## src/rtl/cpu_ctrl_pkg.sv

```systemverilog
// Shared instruction-cycle definitions: state codes, opcodes and IR field positions.
// Also used by control_output so that both blocks agree on the state codes.
package cpu_ctrl_pkg;

    localparam int unsigned STATE_W = 4;
    localparam int unsigned INSTR_W = 16;
    localparam int unsigned OPC_HI  = 15;
    localparam int unsigned OPC_LO  = 12;
    localparam int unsigned OPC_W   = OPC_HI - OPC_LO + 1;

    localparam logic [STATE_W-1:0] ST_FETCH0 = 4'b0000;
    localparam logic [STATE_W-1:0] ST_FETCH1 = 4'b1111;
    localparam logic [STATE_W-1:0] ST_DECODE = 4'b0001;
    localparam logic [STATE_W-1:0] ST_LOAD   = 4'b0010;
    localparam logic [STATE_W-1:0] ST_MOVE   = 4'b0011;
    localparam logic [STATE_W-1:0] ST_LDPC   = 4'b0100;
    localparam logic [STATE_W-1:0] ST_BRANCH = 4'b0101;
    localparam logic [STATE_W-1:0] ST_SUB0   = 4'b0110;
    localparam logic [STATE_W-1:0] ST_SUB1   = 4'b0111;
    localparam logic [STATE_W-1:0] ST_SUB2   = 4'b1000;
    localparam logic [STATE_W-1:0] ST_ADD0   = 4'b1001;
    localparam logic [STATE_W-1:0] ST_ADD1   = 4'b1010;
    localparam logic [STATE_W-1:0] ST_ADD2   = 4'b1011;
    localparam logic [STATE_W-1:0] ST_XOR0   = 4'b1100;
    localparam logic [STATE_W-1:0] ST_XOR1   = 4'b1101;
    localparam logic [STATE_W-1:0] ST_XOR2   = 4'b1110;

    localparam logic [OPC_W-1:0] OP_LOAD   = 4'd0;
    localparam logic [OPC_W-1:0] OP_MOVE   = 4'd1;
    localparam logic [OPC_W-1:0] OP_LDPC   = 4'd2;
    localparam logic [OPC_W-1:0] OP_BRANCH = 4'd3;
    localparam logic [OPC_W-1:0] OP_SUB    = 4'd4;
    localparam logic [OPC_W-1:0] OP_ADD    = 4'd5;
    localparam logic [OPC_W-1:0] OP_XOR    = 4'd6;

    typedef enum logic [STATE_W-1:0] {
        S_FETCH0 = ST_FETCH0,
        S_FETCH1 = ST_FETCH1,
        S_DECODE = ST_DECODE,
        S_LOAD   = ST_LOAD,
        S_MOVE   = ST_MOVE,
        S_LDPC   = ST_LDPC,
        S_BRANCH = ST_BRANCH,
        S_SUB0   = ST_SUB0,
        S_SUB1   = ST_SUB1,
        S_SUB2   = ST_SUB2,
        S_ADD0   = ST_ADD0,
        S_ADD1   = ST_ADD1,
        S_ADD2   = ST_ADD2,
        S_XOR0   = ST_XOR0,
        S_XOR1   = ST_XOR1,
        S_XOR2   = ST_XOR2
    } state_e;

    typedef struct packed {
        state_e first;
        logic   legal;
    } dec_t;

    // Last execute state of a legal instruction: the cycle that retires it.
    function automatic logic is_final(input state_e s);
        return (s == S_LOAD) || (s == S_MOVE) || (s == S_LDPC) || (s == S_BRANCH) ||
               (s == S_SUB2) || (s == S_ADD2) || (s == S_XOR2);
    endfunction

endpackage

```

## src/rtl/control_sequencer_if.sv

```systemverilog
// Sequencer handshake bundle: run/instr/step in, state code and status out.
interface control_sequencer_if
    import cpu_ctrl_pkg::*;
#(
    parameter int unsigned CNT_W = 16
);
    logic               run;
    logic [INSTR_W-1:0] instr;
    logic               step;
    logic [STATE_W-1:0] state;
    logic               done;
    logic               illegal;
    logic [CNT_W-1:0]   retired;

    modport master (
        output run, instr, step,
        input  state, done, illegal, retired
    );

    modport slave (
        input  run, instr, step,
        output state, done, illegal, retired
    );
endinterface

```

## src/rtl/opcode_decoder.sv

```systemverilog
// Maps the opcode field to the first execute state; opcodes 7..15 are illegal.
module opcode_decoder
    import cpu_ctrl_pkg::*;
(
    input  logic [OPC_W-1:0] opc_i,
    output dec_t             dec_c_o
);

    always_comb begin
        dec_c_o.first = S_FETCH0;
        dec_c_o.legal = 1'b0;
        case (opc_i)
            OP_LOAD:   begin dec_c_o.first = S_LOAD;   dec_c_o.legal = 1'b1; end
            OP_MOVE:   begin dec_c_o.first = S_MOVE;   dec_c_o.legal = 1'b1; end
            OP_LDPC:   begin dec_c_o.first = S_LDPC;   dec_c_o.legal = 1'b1; end
            OP_BRANCH: begin dec_c_o.first = S_BRANCH; dec_c_o.legal = 1'b1; end
            OP_SUB:    begin dec_c_o.first = S_SUB0;   dec_c_o.legal = 1'b1; end
            OP_ADD:    begin dec_c_o.first = S_ADD0;   dec_c_o.legal = 1'b1; end
            OP_XOR:    begin dec_c_o.first = S_XOR0;   dec_c_o.legal = 1'b1; end
            default:   ;
        endcase
    end

endmodule

```

## src/rtl/control_sequencer.sv

```systemverilog
// Instruction-cycle sequencer: fetch, decode, execute; flags illegal opcodes, counts retirements.
// Build option SINGLE_STEP_EN: FETCH0 advances only on a registered rising edge of step.
module control_sequencer
    import cpu_ctrl_pkg::*;
#(
    parameter int unsigned CNT_W = 16
)(
    input  logic                clk,
    input  logic                rst_n,
    control_sequencer_if.slave  bus
);

    state_e           state_q, state_d;
    logic             illegal_q, illegal_d;
    logic [CNT_W-1:0] retired_q, retired_d;
    dec_t             dec_c;
    logic             go_c;

    opcode_decoder u_dec (
        .opc_i   (bus.instr[OPC_HI:OPC_LO]),
        .dec_c_o (dec_c)
    );

    logic unused_operand;
    assign unused_operand = ^bus.instr[OPC_LO-1:0];

`ifdef SINGLE_STEP_EN
    logic step_q;
    logic pend_q, pend_d;

    // A step rising edge arms one fetch; a held level cannot re-arm it.
    assign go_c = bus.run & pend_q;

    always_comb begin
        pend_d = pend_q;
        if (bus.step & ~step_q) begin
            pend_d = 1'b1;
        end else if ((state_q == S_FETCH0) && go_c) begin
            pend_d = 1'b0;
        end
    end

    always_ff @(posedge clk or negedge rst_n) begin
        if (!rst_n) begin
            step_q <= 1'b0;
            pend_q <= 1'b0;
        end else begin
            step_q <= bus.step;
            pend_q <= pend_d;
        end
    end
`else
    logic unused_step;
    assign unused_step = bus.step;
    assign go_c        = bus.run;
`endif

    always_ff @(posedge clk or negedge rst_n) begin
        if (!rst_n) begin
            state_q   <= S_FETCH0;
            illegal_q <= 1'b0;
            retired_q <= '0;
        end else begin
            state_q   <= state_d;
            illegal_q <= illegal_d;
            retired_q <= retired_d;
        end
    end

    always_comb begin
        state_d   = state_q;
        illegal_d = illegal_q;
        retired_d = retired_q;
        case (state_q)
            S_FETCH0: if (go_c) state_d = S_FETCH1;
            S_FETCH1: state_d = S_DECODE;
            S_DECODE: begin
                if (dec_c.legal) begin
                    state_d = dec_c.first;
                end else begin
                    state_d   = S_FETCH0;
                    illegal_d = 1'b1;
                end
            end
            S_SUB0:   state_d = S_SUB1;
            S_SUB1:   state_d = S_SUB2;
            S_ADD0:   state_d = S_ADD1;
            S_ADD1:   state_d = S_ADD2;
            S_XOR0:   state_d = S_XOR1;
            S_XOR1:   state_d = S_XOR2;
            S_LOAD, S_MOVE, S_LDPC, S_BRANCH, S_SUB2, S_ADD2, S_XOR2: begin
                state_d   = S_FETCH0;
                retired_d = retired_q + CNT_W'(1);
            end
            default:  state_d = S_FETCH0;
        endcase
    end

    assign bus.state   = state_q;
    assign bus.done    = is_final(state_q);
    assign bus.illegal = illegal_q;
    assign bus.retired = retired_q;

endmodule

```

## src/flat_wrapper.sv

```systemverilog
// flat-port wrapper written by rule: the top's interface ports become plain ports
module control_sequencer_flat import cpu_ctrl_pkg::*;
#(
    parameter int unsigned CNT_W = 16
)
  (clk, rst_n, bus_run, bus_instr, bus_step, bus_state, bus_done, bus_illegal, bus_retired);
  control_sequencer_if #(.CNT_W(CNT_W)) bus_i ();
  input  logic clk;
  input  logic rst_n;
  input wire logic [$bits(bus_i.run)-1:0] bus_run;
  input wire logic [$bits(bus_i.instr)-1:0] bus_instr;
  input wire logic [$bits(bus_i.step)-1:0] bus_step;
  output wire logic [$bits(bus_i.state)-1:0] bus_state;
  output wire logic [$bits(bus_i.done)-1:0] bus_done;
  output wire logic [$bits(bus_i.illegal)-1:0] bus_illegal;
  output wire logic [$bits(bus_i.retired)-1:0] bus_retired;
  assign bus_i.run = bus_run;
  assign bus_i.instr = bus_instr;
  assign bus_i.step = bus_step;
  assign bus_state = bus_i.state;
  assign bus_done = bus_i.done;
  assign bus_illegal = bus_i.illegal;
  assign bus_retired = bus_i.retired;
  control_sequencer #(.CNT_W(CNT_W)) u_core (.clk(clk), .rst_n(rst_n), .bus(bus_i));
endmodule
```

## config.mk

```make
export PLATFORM = sky130hd
export DESIGN_NAME = control_sequencer_flat
export DESIGN_NICKNAME = d
export VERILOG_FILES = /design/src/rtl/cpu_ctrl_pkg.sv /design/src/rtl/control_sequencer_if.sv /design/src/rtl/opcode_decoder.sv /design/src/rtl/control_sequencer.sv /design/src/flat_wrapper.sv
export SDC_FILE = /design/constraint.sdc
export NUM_CORES = 1
export LEC_CHECK = 0
export CAP_MARGIN = 5
export CORE_UTILIZATION = 45
export CTS_BUF_LIST = sky130_fd_sc_hd__clkbuf_4 sky130_fd_sc_hd__clkbuf_8
export DETAILED_ROUTE_END_ITERATION = 6
export PLACE_DENSITY = 0.89
export SYNTH_ARGS = -nofsm -noshare
export SYNTH_HDL_FRONTEND = slang
export SYNTH_HIERARCHICAL = 1
export SYNTH_SLANG_ARGS = --single-unit
```

## constraint.sdc

```tcl
create_clock -name clk -period 2.22 [get_ports clk]
set_input_delay 0.333 -clock clk [delete_from_list [all_inputs] [get_ports clk]]
set_output_delay 0.333 -clock clk [all_outputs]
set_load 0.02 [all_outputs]
```

==> run summary, run 1 <==
Max-cap viol count = 0
Library cells used by synthesis = 32
Initial core utilization = 0.480
Worst r2r path cells = 6
Buf/Inv on CP = 1
Largest family of logic cells by synthesized area = simple AND/OR/NAND/NOR gates
Top_reg_cell synth = dfrtp_1
CP Class = reg -> out
Root Driver = clkbuf_4
Total Neg Setup Slack = 0 ns
Flops & latches, synth = 21
Mux contribution to synthesized area = 0
Reg2reg end = u_core/bus.retired[7]
Vias in the first global route = 902
CTS clk-pin slew, worst paths = 0.12 ns
P_leak = 0.690 nW
Fin crit period = 2.01 ns
Num rows = 18
Post-CTS sizing = 3
Total congestion overflow = 0
Vias = 984
CTS tree = yes
Crit path cell chain = clkdlybuf4s50_1
N_diodes = 0
FILL cells = 224
Most frequent cells in the layout = 27 x clkdlybuf4s50_1, 19 x dfrtp_1, 14 x nand2_1
Synthesized area per cell = 9.83 um^2
Number of enable flip-flop cells after synthesis = 0
Slew Limit Headroom = 0.630
Placed inst area = 1500 um^2
Largest delay share family, worst path = buffers and inverters
I/O Pins = 42
Least-Margin Pin Slew = 0.555 ns
Cts bufs inserted = 3
Ys async rst share = 1.00
Leading area contributor after synthesis = dfrtp_1
Die Ht = 53.4 um
Register area share after synthesis = 0.442
CP Data Required Time = 1.89 ns
Crit end category = output pin
CORE AREA = 2480 um^2
Drt wl/cell = 13.5 um
CP startpoint = u_core/bus.state[2]
DR DRC count = 0
DIE AREA = 2850 um^2
Worst path slowest cell = clkdlybuf4s50_1
Critical path peak fanout = 14
Clock Path Buffers = 2
Synth-to-layout area growth = 28.5%
Worst slack, placed = 0.196 ns
Fraction of the cycle the final worst path needs = 0.906
Synth top area cells = dfrtp_1 44%, xor2_1 6.6%, nand2_1 4.4%, xnor2_1 4.4%, nor2_1 3.5%
Outcome = finished, final reports clean
Slowest stage delay, CP = 0.70 ns
Later-pin clock latency in the skew report = 0.30 ns
Non-Filler Instances = 182
Pin count of the biggest net entering global routing = 22
Final setup fails = 0
FF-to-FF Start = u_core/bus.state[3]
Total placed cells including tap cells = 178
Final WL = 2.46 mm
Post-Syn Area = 1190 um^2
R2r setup slk = 0.36 ns
XOR/XNOR Fraction of Synth Area = 0.138
IO buf count = 28
Final Max Tran Viols = 0
Maximum VDD drop = 0.765 mV
Fmax = 497 MHz
Worst Path Arrival = 1.68 ns
Final net count = 174
Multi-input gate area = 608 um^2
Tot Pwr = 1.66 mW
Worst min-delay path class = in -> async
RSZ-0062 raised after global routing = no
Layout cell share with drive strength beyond 1 = 0.118
H-tree depth = 1
Drt first pass iters = 4
Post-CTS Setup Bufs = 0
Simple logic cell fraction of the synthesized area = 0.245
CTS Sinks = 21
CP Launch Type = flop
RePlAce Congestion = 0.782
Initial antenna violation count = 0
Final hold vios = 0
Initial DRC Count = 21
Commonest non-fill, non-tap cell in the layout = clkdlybuf4s50_1
Post-Syn Instances = 121
Reg area = 528 um^2
Vias per inst = 5.41
First-pass GRT wire length = 3.97 mm
Final worst slack = 0.209 ns
All-Layer GR Usage = 0.200
Synth Area in Adders = 0.0105
Power per Cell Area = 1090 nW/um^2
Ys Warns = 6
Die width = 53.4 um
Synthesized Nets = 142
Post-synthesis compound-gate area fraction = 0.118
Hpwl dp = 1.87 mm
Final Cell Area = 1530 um^2
Worst Skew = 0.00610 ns
Share of the synthesized area in the top cell type = 0.442
Hold_buf cts = 0
Post-route ant nets = 0
## cells by family after synthesis
kind of cell,after synthesis
XOR/XNOR,17
buffers and inverters,11
AO/OA/AOI/OAI,19
adder cells (fa/ha/maj),1
AND/OR/NAND/NOR,52
flip-flops,21
## power by group
part,switching [mW],leakage (nW),internal [mW]
combinational,0.454,0.402,0.404
clock,0.114,0.0177,0.0670
sequential,0.147,0.271,0.476
## layout make-up
cell class | count | share of cell area
clock buffers | 3 | 0.0147
well taps | 30 | 0.0245
repair buffers | 31 | 0.197
multi-input cells | 89 | 0.398
flip-flops and latches | 21 | 0.345
clock inverters | 1 | 0.00327
inverters | 7 | 0.0172
## sequential cells by signal (all words and copies together), names as in the netlist
register / flops
u_core/bus.illegal: 1
u_core/bus.retired: 16
u_core/bus.state: 4
## worst register-to-register path: cells and delay by family (launching register included)
family / cells / cell delay [ns]
simple gates: 3 / 0.86
xor+xnor: 1 / 0.14
flops: 1 / 0.52
compound gates: 1 / 0.06
buf+inv: 1 / 0.18
## per-stage QoR
stage	hold WS [ns]	util
floorplan	0.0374	-
global placement	0.455	0.606
detailed placement	0.467	0.606
CTS	0.382	0.617
global route	0.383	0.617
finish	0.378	0.617
## synth_stat cells (2+ instances only)
| cell type | instances |
|---|---|
| buf_6 | 2 |
| o311ai_0 | 2 |
| a31oi_1 | 3 |
| nand3b_4 | 2 |
| inv_1 | 7 |
| nand2b_1 | 2 |
| nand3_1 | 6 |
| nor4_1 | 3 |
| dfrtp_1 | 21 |
| o21ai_0 | 6 |
| nor3_1 | 6 |
| clkbuf_1 | 2 |
| a211oi_1 | 3 |
| nand2_1 | 14 |
| xnor2_2 | 2 |
| nor2_1 | 11 |
| xor2_1 | 9 |
| xnor2_1 | 6 |
## metal layers
layer	part of all wire	track usage	vias up
met3	0.037	0.0345	2
met4	0.0093	0.0921	0
met2	0.53	0.369	32
met1	0.42	0.217	467
met5	0	0	-
li1	-	-	483
## worst max-delay path by stage
stage                                  to  slack, ns  cells past startpoint
floorplan           u_core/bus.retired[7]       0.44                      6
global placement                 bus_done       0.24                      5
detailed placement               bus_done       0.20                      5
CTS                          bus_state[2]       0.19                      1
global route                 bus_state[2]       0.11                      1
finish                       bus_state[2]       0.21                      1
Note: power is estimated with default switching activity, not from simulation.
==> run 2, diff against run 1 <==
--- a/config.mk
+++ b/config.mk
@@ -9,6 +9,7 @@
 export CORE_UTILIZATION = 45
 export CTS_BUF_LIST = sky130_fd_sc_hd__clkbuf_4 sky130_fd_sc_hd__clkbuf_8
 export DETAILED_ROUTE_END_ITERATION = 6
+export HOLD_SLACK_MARGIN = 0.15
 export PLACE_DENSITY = 0.89
 export SYNTH_ARGS = -nofsm -noshare
 export SYNTH_HDL_FRONTEND = slang
==> results of run 2 <==
The final DEF is identical to that of run 1; final timing and power are the same.
==> run 3, diff against run 2 <==
--- a/config.mk
+++ b/config.mk
@@ -6,11 +6,10 @@
 export NUM_CORES = 1
 export LEC_CHECK = 0
 export CAP_MARGIN = 5
-export CORE_UTILIZATION = 45
-export CTS_BUF_LIST = sky130_fd_sc_hd__clkbuf_4 sky130_fd_sc_hd__clkbuf_8
+export CORE_UTILIZATION = 44
 export DETAILED_ROUTE_END_ITERATION = 6
 export HOLD_SLACK_MARGIN = 0.15
-export PLACE_DENSITY = 0.89
+export PLACE_DENSITY = 0.88
 export SYNTH_ARGS = -nofsm -noshare
 export SYNTH_HDL_FRONTEND = slang
 export SYNTH_HIERARCHICAL = 1
==> run 3 against run 2 <==
Global-route usage shrank 1.1 points. Non-clock buffer count grew 1. Clock skew shrank 0.0044 ns. Total power grew 0.99%. Design area grew 0.33%. Clock power grew 6%. Sequential share of layout area shrank 0.19 points. Flip-flop and latch count is the same. Critical path depth is the same. Register-to-register slack is essentially flat. Via count grew 3.8%. Critical path type unchanged. Largest power group unchanged.
==> run summary, run 3 (synthesis gave the netlist of run 1 again) <==
Outcome = finished, final reports clean (unchanged)
Final core utilization = 0.608 (was 0.617)
Largest delay share family, worst path = buffers and inverters (unchanged)
Reg2reg end = u_core/bus.retired[7] (unchanged)
Final Max Tran Viols = 0 (unchanged)
Cts bufs inserted = 3 (unchanged)
Vias per inst = 5.58 (was 5.41)
Clk pwr share = 0.114 (was 0.109)
Total Neg Setup Slack = 0 ns (unchanged)
Worst Path Arrival = 1.68 ns (about the same)
Initial core utilization = 0.472 (was 0.480)
Total placed cells including tap cells = 179 (was 178)
P_leak = 0.694 nW (was 0.690 nW)
Num rows = 18 (unchanged)
Worst path slowest cell = clkdlybuf4s50_1 (unchanged)
H-tree depth = 1 (unchanged)
Psw = 0.721 mW (was 0.715 mW)
Vias = 1021 (was 984)
Post-route ant nets = 0 (unchanged)
CTS tree = yes (unchanged)
Slew Limit Headroom = 0.609 (was 0.630)
Critical path peak fanout = 14 (unchanged)
Buf/Inv on CP = 1 (unchanged)
Worst r2r path cells = 6 (unchanged)
Power per Cell Area = 1090 nW/um^2 (about the same)
Least-Margin Pin Slew = 0.586 ns (was 0.555 ns)
Die Ht = 54 um (was 53.4 um)
Drt wl/cell = 13.4 um (was 13.5 um)
Vias in the first global route = 905 (was 902)
Share of power burned in registers = 0.365 (was 0.375)
Final worst slack = 0.211 ns (was 0.209 ns)
Pint = 0.957 mW (was 0.947 mW)
I/O Pins = 42 (unchanged)
Layout cell share with drive strength beyond 1 = 0.111 (was 0.118)
Slowest stage delay, CP = 0.70 ns (about the same)
FILL cells = 230 (was 224)
Final Cell Area = 1530 um^2 (about the same)
N_diodes = 0 (unchanged)
CTS clk-pin slew, worst paths = 0.12 ns (about the same)
First-pass GRT wire length = 3.95 mm (was 3.97 mm)
Worst min-delay path class = in -> async (unchanged)
Max-cap viol count = 0 (unchanged)
Root Driver = clkbuf_4 (unchanged)
Final WL = 2.46 mm (about the same)
RePlAce Congestion = 0.787 (was 0.782)
Reg area = 527 um^2 (was 528 um^2)
CP Data Required Time = 1.89 ns (about the same)
All-Layer GR Usage = 0.189 (was 0.200)
DR DRC count = 0 (unchanged)
Initial DRC Count = 21 (unchanged)
CP Class = reg -> out (unchanged)
Sw Share = 0.430 (about the same)
Die width = 54 um (was 53.4 um)
CORE AREA = 2520 um^2 (was 2480 um^2)
Hpwl dp = 1.86 mm (was 1.87 mm)
Combinational power share = 0.522 (was 0.516)
Most frequent cells in the layout = 27 x clkdlybuf4s50_1, 20 x dfrtp_1, 14 x nand2_1 (was 27 x clkdlybuf4s50_1, 19 x dfrtp_1, 14 x nand2_1)
Synth-to-layout area growth = 28.9% (was 28.5%)
Post-CTS Setup Bufs = 0 (unchanged)
Multi-input gate area = 608 um^2 (unchanged)
Clock Path Buffers = 2 (unchanged)
Later-pin clock latency in the skew report = 0.31 ns (was 0.30 ns)
Drt first pass iters = 4 (unchanged)
Fraction of the cycle the final worst path needs = 0.905 (was 0.906)
IO buf count = 28 (unchanged)
Maximum VDD drop = 0.750 mV (was 0.765 mV)
Final net count = 175 (was 174)
DIE AREA = 2920 um^2 (was 2850 um^2)
CTS Sinks = 21 (unchanged)
Commonest non-fill, non-tap cell in the layout = clkdlybuf4s50_1 (unchanged)
FF-to-FF Start = u_core/bus.state[1] (was u_core/bus.state[3])
Final setup fails = 0 (unchanged)
Worst Skew = 0.00166 ns (was 0.00610 ns)
Placed inst area = 1510 um^2 (was 1500 um^2)
R2r setup slk = 0.35 ns (was 0.36 ns)
RSZ-0062 raised after global routing = no (unchanged)
Max reg flops = 16 (unchanged)
Crit end category = output pin (unchanged)
Fin crit period = 2.01 ns (about the same)
Total congestion overflow = 0 (unchanged)
Initial antenna violation count = 0 (unchanged)
CP Launch Type = flop (unchanged)
Crit path cell chain = clkdlybuf4s50_1 (unchanged)
Fmax = 498 MHz (was 497 MHz)
Worst slack, placed = 0.212 ns (was 0.196 ns)
Pin count of the biggest net entering global routing = 22 (unchanged)
Final hold vios = 0 (unchanged)
Non-Filler Instances = 183 (was 182)
run 3: cell count changes in the layout (fill, tap and decap cells not counted):
cell	previous run	this run
dfrtp_2	2	1
clkinv_2	1	0
dfrtp_1	19	20
buf_4	3	4
clkbuf_1	0	1
run 3: worst max-delay path by stage:
stage | startpoint | endpoint | slack, ns | cells past startpoint
floorplan | u_core/bus.state[3] | u_core/bus.retired[7] | 0.44 | 6
global placement | u_core/bus.state[1] | bus_done | 0.25 | 5
detailed placement | u_core/bus.state[1] | bus_done | 0.21 | 5
CTS | u_core/bus.state[2] | bus_state[2] | 0.21 | 1
global route | u_core/bus.state[1] | bus_done | 0.13 | 5
finish | u_core/bus.state[2] | bus_state[2] | 0.21 | 1
run 3: timing repair:
item                                   in CTS  in global routing
gates resized for setup                     2                  0
hold buffers                                0                  0
setup endpoints to repair                   1                  0
endpoints found under the hold margin       0                  0
run 3: routing by layer:
metal | vias to the layer above | global-route usage | routed length, um
li1 | 485 | - | -
met1 | 492 | 0.209 | 1020
met2 | 41 | 0.364 | 1280
met3 | 3 | 0.0339 | 136
met4 | 0 | 0.0513 | 25
met5 | - | 0 | 0
run 3: final cells by class:
| class | instances | share of cell area |
|---|---|---|
| tap | 30 | 0.0245 |
| inverter | 7 | 0.0171 |
| clock buffer | 4 | 0.0171 |
| sequential | 21 | 0.343 |
| multi-input combinational | 89 | 0.396 |
| timing repair buffer | 32 | 0.201 |
run 3: power by group through the flow:
stage	Sequential [mW]	Combinational [mW]	Clock [mW]
finish	0.612	0.875	0.191
global route	0.632	0.952	0.205
CTS	0.614	0.879	0.193
detailed placement	0.620	0.888	0
global placement	0.610	0.860	0
floorplan	0.676	0.493	0
run 3: metrics by stage:
stage / total power, mW / hold WS, ns
after CTS: 1.69 / 0.349
after global routing: 1.79 / 0.371
after detailed placement: 1.51 / 0.459
after global placement: 1.47 / 0.457
final: 1.68 / 0.348
after floorplan: 1.17 / 0.0374
